$ cat src/rtl/apb_master_arbiter.sv
// apb_master_arbiter
//   Round-robin arbiter that shares one APB4 master port between N_REQ local
//   requesters. Each grant runs one SETUP+ACCESS transfer. The read data,
//   pslverr and a one-cycle completion pulse go back to the winner.
//   Optional feature: define APB_TIMEOUT_EN to end an ACCESS phase with an
//   error after TIMEOUT_CYCLES cycles without pready.
module apb_master_arbiter #(
  parameter int         N_REQ          = 2,
  parameter int         ADDR_WIDTH     = 32,
  parameter int         DATA_WIDTH     = 32,
  parameter logic [2:0] PPROT_VAL      = 3'b000,
  parameter int         TIMEOUT_CYCLES = 16
) (
  input  logic                           pclk,
  input  logic                           preset,
  input  logic [N_REQ-1:0]               req_valid,
  input  logic [N_REQ-1:0]               req_write,
  input  logic [N_REQ*ADDR_WIDTH-1:0]    req_addr,
  input  logic [N_REQ*DATA_WIDTH-1:0]    req_wdata,
  input  logic [N_REQ*DATA_WIDTH/8-1:0]  req_strb,
  output logic [N_REQ-1:0]               req_done,
  output logic [DATA_WIDTH-1:0]          req_rdata,
  output logic                           req_err,
  output logic [ADDR_WIDTH-1:0]          paddr,
  output logic [2:0]                     pprot,
  output logic                           psel,
  output logic                           penable,
  output logic                           pwrite,
  output logic [DATA_WIDTH-1:0]          pwdata,
  output logic [DATA_WIDTH/8-1:0]        pstrb,
  input  logic                           pready,
  input  logic [DATA_WIDTH-1:0]          prdata,
  input  logic                           pslverr
);

  localparam int STRB_WIDTH = DATA_WIDTH / 8;
  localparam int IDX_WIDTH  = (N_REQ > 1) ? $clog2(N_REQ) : 1;

  localparam logic [1:0] ST_IDLE   = 2'd0;
  localparam logic [1:0] ST_SETUP  = 2'd1;
  localparam logic [1:0] ST_ACCESS = 2'd2;

  logic [1:0]           state;
  logic [IDX_WIDTH-1:0] last;        // most recently served requester
  logic [IDX_WIDTH-1:0] grant;       // owner of the transfer in flight
  logic [IDX_WIDTH-1:0] grant_next;
  logic                 grant_found;
  logic                 access;
  logic                 complete;
  logic                 timeout_hit;

  // Requester index base+off, wrapped into 0..N_REQ-1 without a divider.
  function automatic logic [IDX_WIDTH-1:0] wrap_idx(input logic [IDX_WIDTH-1:0] base,
                                                    input int off);
    int sum;
    sum = int'(base) + off;
    if (sum >= N_REQ) sum = sum - N_REQ;
    return IDX_WIDTH'(sum);
  endfunction

  assign access  = (state == ST_ACCESS);
  assign psel    = (state == ST_SETUP) || access;
  assign penable = access;
  assign pprot   = PPROT_VAL;

  // Round-robin search: first pending requester after the last one served.
  always_comb begin
    // NOTE: every always_comb output gets a default first so no path leaves it
    // unassigned; a missing default would infer a latch.
    grant_next  = last;
    grant_found = 1'b0;
    for (int off = 1; off <= N_REQ; off++) begin
      if (!grant_found && req_valid[wrap_idx(last, off)]) begin
        grant_found = 1'b1;
        grant_next  = wrap_idx(last, off);
      end
    end
  end

`ifdef APB_TIMEOUT_EN
  localparam int CNT_WIDTH = $clog2(TIMEOUT_CYCLES + 1);

  logic [CNT_WIDTH-1:0] wait_cnt;

  // Counts ACCESS cycles without pready; cleared on entry to ACCESS.
  always_ff @(posedge pclk) begin
    if (preset) begin
      wait_cnt <= '0;
    end else if (state == ST_SETUP) begin
      wait_cnt <= '0;
    end else if (access && !pready) begin
      wait_cnt <= wait_cnt + CNT_WIDTH'(1);
    end
  end

  // Fires in the last allowed ACCESS cycle; a pready in that cycle wins.
  assign timeout_hit = access && !pready &&
                       (wait_cnt == CNT_WIDTH'(TIMEOUT_CYCLES - 1));
`else
  // Keeps the timeout parameter referenced when the counter is compiled out.
  logic unused_timeout_cfg;
  assign unused_timeout_cfg = ^TIMEOUT_CYCLES;
  assign timeout_hit        = 1'b0;
`endif

  assign complete = access && (pready || timeout_hit);

  // Transfer sequencing: capture the winner in IDLE, then SETUP and ACCESS.
  always_ff @(posedge pclk) begin
    // NOTE: sequential state uses non-blocking assignments so every register
    // samples the pre-edge values, independent of statement order.
    if (preset) begin
      state  <= ST_IDLE;
      last   <= IDX_WIDTH'(N_REQ - 1);
      grant  <= '0;
      paddr  <= '0;
      pwrite <= 1'b0;
      pwdata <= '0;
      pstrb  <= '0;
    end else begin
      case (state)
        ST_IDLE: begin
          if (grant_found) begin
            grant  <= grant_next;
            paddr  <= req_addr[int'(grant_next)*ADDR_WIDTH +: ADDR_WIDTH];
            pwrite <= req_write[grant_next];
            // Reads carry no data or strobes on the bus.
            pwdata <= req_write[grant_next] ?
                      req_wdata[int'(grant_next)*DATA_WIDTH +: DATA_WIDTH] : '0;
            pstrb  <= req_write[grant_next] ?
                      req_strb[int'(grant_next)*STRB_WIDTH +: STRB_WIDTH] : '0;
            state  <= ST_SETUP;
          end
        end
        ST_SETUP: begin
          state <= ST_ACCESS;
        end
        ST_ACCESS: begin
          if (complete) begin
            last  <= grant;
            state <= ST_IDLE;
          end
        end
        default: begin
          state <= ST_IDLE;
        end
      endcase
    end
  end

  // Completion response to the owner, live only in the finishing ACCESS cycle.
  always_comb begin
    req_done  = '0;
    req_rdata = '0;
    req_err   = 1'b0;
    if (complete) begin
      req_done[grant] = 1'b1;
      req_err         = pready ? pslverr : 1'b1;
      if (pready && !pwrite) req_rdata = prdata;
    end
  end

endmodule
$ cat config.mk
export PLATFORM = sky130hd
export DESIGN_NAME = apb_master_arbiter
export DESIGN_NICKNAME = d
export VERILOG_FILES = /design/src/rtl/apb_master_arbiter.sv
export SDC_FILE = /design/constraint.sdc
export NUM_CORES = 1
export LEC_CHECK = 0
export CAP_MARGIN = 20
export CORE_AREA = 5 5 110 112
export DETAILED_ROUTE_END_ITERATION = 8
export DIE_AREA = 0 0 115 117
export GPL_TIMING_DRIVEN = 1
export PLACE_DENSITY = 0.88
export SETUP_SLACK_MARGIN = 0.4
export SYNTH_ARGS = -nofsm -noshare
export SYNTH_HDL_FRONTEND = slang
export SYNTH_SLANG_ARGS = --single-unit
$ cat constraint.sdc
create_clock -name pclk -period 1.65 [get_ports pclk]
set_input_delay 0.165 -clock pclk [delete_from_list [all_inputs] [get_ports pclk]]
set_output_delay 0.165 -clock pclk [all_outputs]
set_load 0.05 [all_outputs]
==> flow_metrics.py <==
metrics = {
    "power": {
        "vdd_ir_drop_max_mv": 0.544,
        "seqPwrFrac_pct": 29.2,
        "swShare_pct": 38.2,
        "powerDensity_mw_per_mm2": 933,
        "combPwrFrac_pct": 44.2,
        "power_frac_clock_pct": 26.6,
        "p_leak_nw": 3.30,
        "p_int_w": 0.00449,
        "switching_power_w": 0.00277,
        "totalPowerFinal_w": 0.00727,
    },
    "placement": {
        "portBuffers": 281,
        "place_hpwl_mm": 11.2,
        "pre_cts_slack_ns": -0.195,
        "place_congestion": 0.784,
    },
    "sta": {
        "finalCritPeriodShare_pct": 110,
        "fmax_mhz": 550,
        "rsz0062_at_grt": "true",
        "min_period_ns": 1.82,
        "slew_violations": 0,
        "fin_ws_ns": -0.167,
        "fin_skew_ns": 0.0101,
        "tns_ns": -4.28,
        "hold_viol": 0,
        "setup_viol": 35,
    },
    "cts": {
        "cts.clk_slew.worst_paths_ns": 0.06,
        "cts_tree": "yes",
        "htree_levels": 3,
        "cts_root_buffer": "clkbuf_16",
        "cts_buffers": 9,
        "cts_buffer_depth": 2,
        "hold_buffers": 0,
        "cts.sinks": 73,
        "insertion_delay_ns": 0.33,
    },
    "drt": {
        "firstDrtPassIters": 4,
        "wl_per_cell_um": 18.5,
        "vias": 4062,
        "drc": 0,
        "drtAntennaViolNets": 0,
        "routed_via_density": 4.89,
        "first_iter_violations": 92,
        "wl_mm": 15.3,
    },
    "synth": {
        "syn_area_mm2": 0.00362,
        "synth-seq-area-share_pct": 40.4,
        "netlist_top_cells_count": "73 x dfxtp_1, 70 x mux2i_1, 39 x inv_1, 39 x nor2_1, 36 x o32ai_1",
        "yosysUniqueCellTypes": 26,
        "async_flop_share_pct": 0,
        "yosysMostFrequentCell": "dfxtp_1",
        "syn_area_per_cell_um2": 9.54,
        "netlist_instances": 379,
        "synth_edf_count": 0,
        "ys_warn_count": 0,
        "synth_area_leader_cell": "dfxtp_1",
        "yosys-top-cells-area": "dfxtp_1 40%, mux2i_1 19%, o32ai_1 8.7%",
        "ys_seq_elements": 73,
        "ys.flop_type": "dfxtp_1",
        "synth_top_area_share_pct": 40.4,
    },
    "global_routing": {
        "grt_pass1_wl_mm": 22.1,
        "grt_max_degree": 36,
        "grt.total_usage_pct": 20.9,
        "antenna_found_initial": 0,
        "overflow": 0,
        "grt_pass1_vias": 4234,
    },
    "floorplan": {
        "core_area_mm2": 0.0111,
        "die_x_um": 115,
        "ios": 285,
        "rows": 39,
        "initial_core_util_pct": 32.5,
        "fp.dieArea_mm2": 0.0135,
        "die_h_um": 117,
    },
    "setup_path": {
        "critPathLaunchType": "flop",
        "cp_common_cell": "buf_12",
        "required_ns": 1.48,
        "reg2reg_setup_slack_ns": -0.01,
        "endpoint_kind": "primary output",
        "reg2reg_to": "grant",
        "crit_family": "buffers and inverters",
        "arrival_ns": 1.65,
        "cp_cell_sequence": "inv_2 > ha_4 > nand2_4 > nor2_4 > buf_12 > clkbuf_16 > and2_4 > buf_12",
        "critPathMaxStageDelay_ns": 0.32,
        "cp_slowest_cell": "dfxtp_2",
        "r2r_start": "state[1]",
        "critPathKind": "reg -> out",
        "rr_worst_depth": 8,
        "cp_max_fo": 8,
        "crit_buf_inv": 4,
    },
    "status": {
        "violations": "setup timing",
        "status": "complete, but fails checks",
    },
    "layout": {
        "drive_above_1_share_pct": 33.7,
        "antenna_cells": 0,
        "synthToLayoutAreaGrowth_pct": 116,
        "fin_nets": 863,
        "fill_cells": 799,
    },
    "hold_path": {
        "min_to": "state[0]",
        "min_from": "preset",
        "min_path_type": "in -> reg",
        "whs_path_depth": 3,
    },
    "flow_run": {
        "cap_violations": 0,
    },
}
[layout by cell type, fill, tap and decap left out, types with 25 or more instances in the layout]
cell type        synthesis  final
clkdlybuf4s50_1          0    173
buf_4                    5     85
dfxtp_1                 73     70
mux2i_1                 70     65
buf_12                   4     44
inv_1                   39     38
nor2_1                  39     37
a211oi_1                33     33
and2_4                   0     32
o32ai_1                 36     25
[state kept, by name, summed over array words and instances, names as in the netlist]
signal / count
pstrb: 4
grant: 1
pwrite: 1
pwdata: 32
paddr: 32
last: 1
state: 2
[area by class of cell]
type,count,area (µm²),share of cell area [%]
well taps,143,179,2.30
multi-input cells,233,2050,26.3
clock buffers,9,225,2.89
flip-flops and latches,73,1470,18.8
inverters,39,146,1.88
clock inverters,7,68.8,0.883
repair buffers,327,3660,46.9
[worst max path at each step]
stage / cells past startpoint / slack, ns / from / endpoint
final: 8 / -0.17 / state[0] / req_rdata[28]
after global routing: 8 / -0.23 / state[0] / req_rdata[28]
after CTS: 8 / -0.15 / state[0] / req_rdata[6]
after detailed placement: 6 / -0.20 / req_valid[0] / pwdata[8]
after global placement: 6 / -0.10 / req_valid[0] / pwdata[10]
after floorplan: 6 / 0.22 / state[0] / req_rdata[10]
[timing repair]
action / in CTS / in global routing
pin swaps: 6 / 4
gates cloned: 7 / 1
gates resized for setup: 38 / 24
buffers inserted: 12 / 6
setup endpoints to repair: 114 / 111
[metrics by stage]
step	std cells	hold slack, ns	util, %	cell area [µm²]
2_1_floorplan	381	0.335	-	3790
3_3_place_gp	789	0.462	62.2	6920
3_5_place_dp	789	0.463	62.2	6920
4_1_cts	824	0.275	68.2	7590
5_1_grt	831	0.296	70.1	7790
6_report	831	0.276	70.1	7790
[metal layers]
layer | part of all wire [%] | track usage (%) | up-vias | routed length (µm)
li1 | - | - | 1954 | -
met1 | 36 | 21.5 | 1868 | 5500
met2 | 52 | 39.5 | 197 | 8040
met3 | 7.9 | 6.58 | 43 | 1220
met4 | 3.7 | 8.06 | 0 | 574
met5 | 0 | 0 | - | 0
[cells by family after synthesis]
group,count (synthesis),synth area share [%]
AND/OR/NAND/NOR,81,11.2
adder cells (fa/ha/maj),4,1.38
buffers and inverters,75,10.8
other,1,0.104
flip-flops,73,40.4
AO/OA/AOI/OAI,75,16.7
multiplexers,70,19.4
[worst reg2reg max path: stages, from the launching register on]
cell and delay (ns):
dfxtp_2 0.34, buf_4 0.13, inv_1 0.09, ha_1 0.26, o21a_4 0.24, buf_4 0.14, buf_4 0.14, nor2_1 0.05
a211oi_1 0.19
[power groups by stage]
stage               Sequential (W)  Clock, W  Combinational [W]
finish                     0.00212   0.00193            0.00321
global placement           0.00215         0            0.00287
global route               0.00215   0.00207            0.00337
floorplan                  0.00289         0            0.00103
CTS                        0.00212   0.00200            0.00312
detailed placement         0.00216         0            0.00292
No activity file was read; power rests on OpenSTA's default activity.
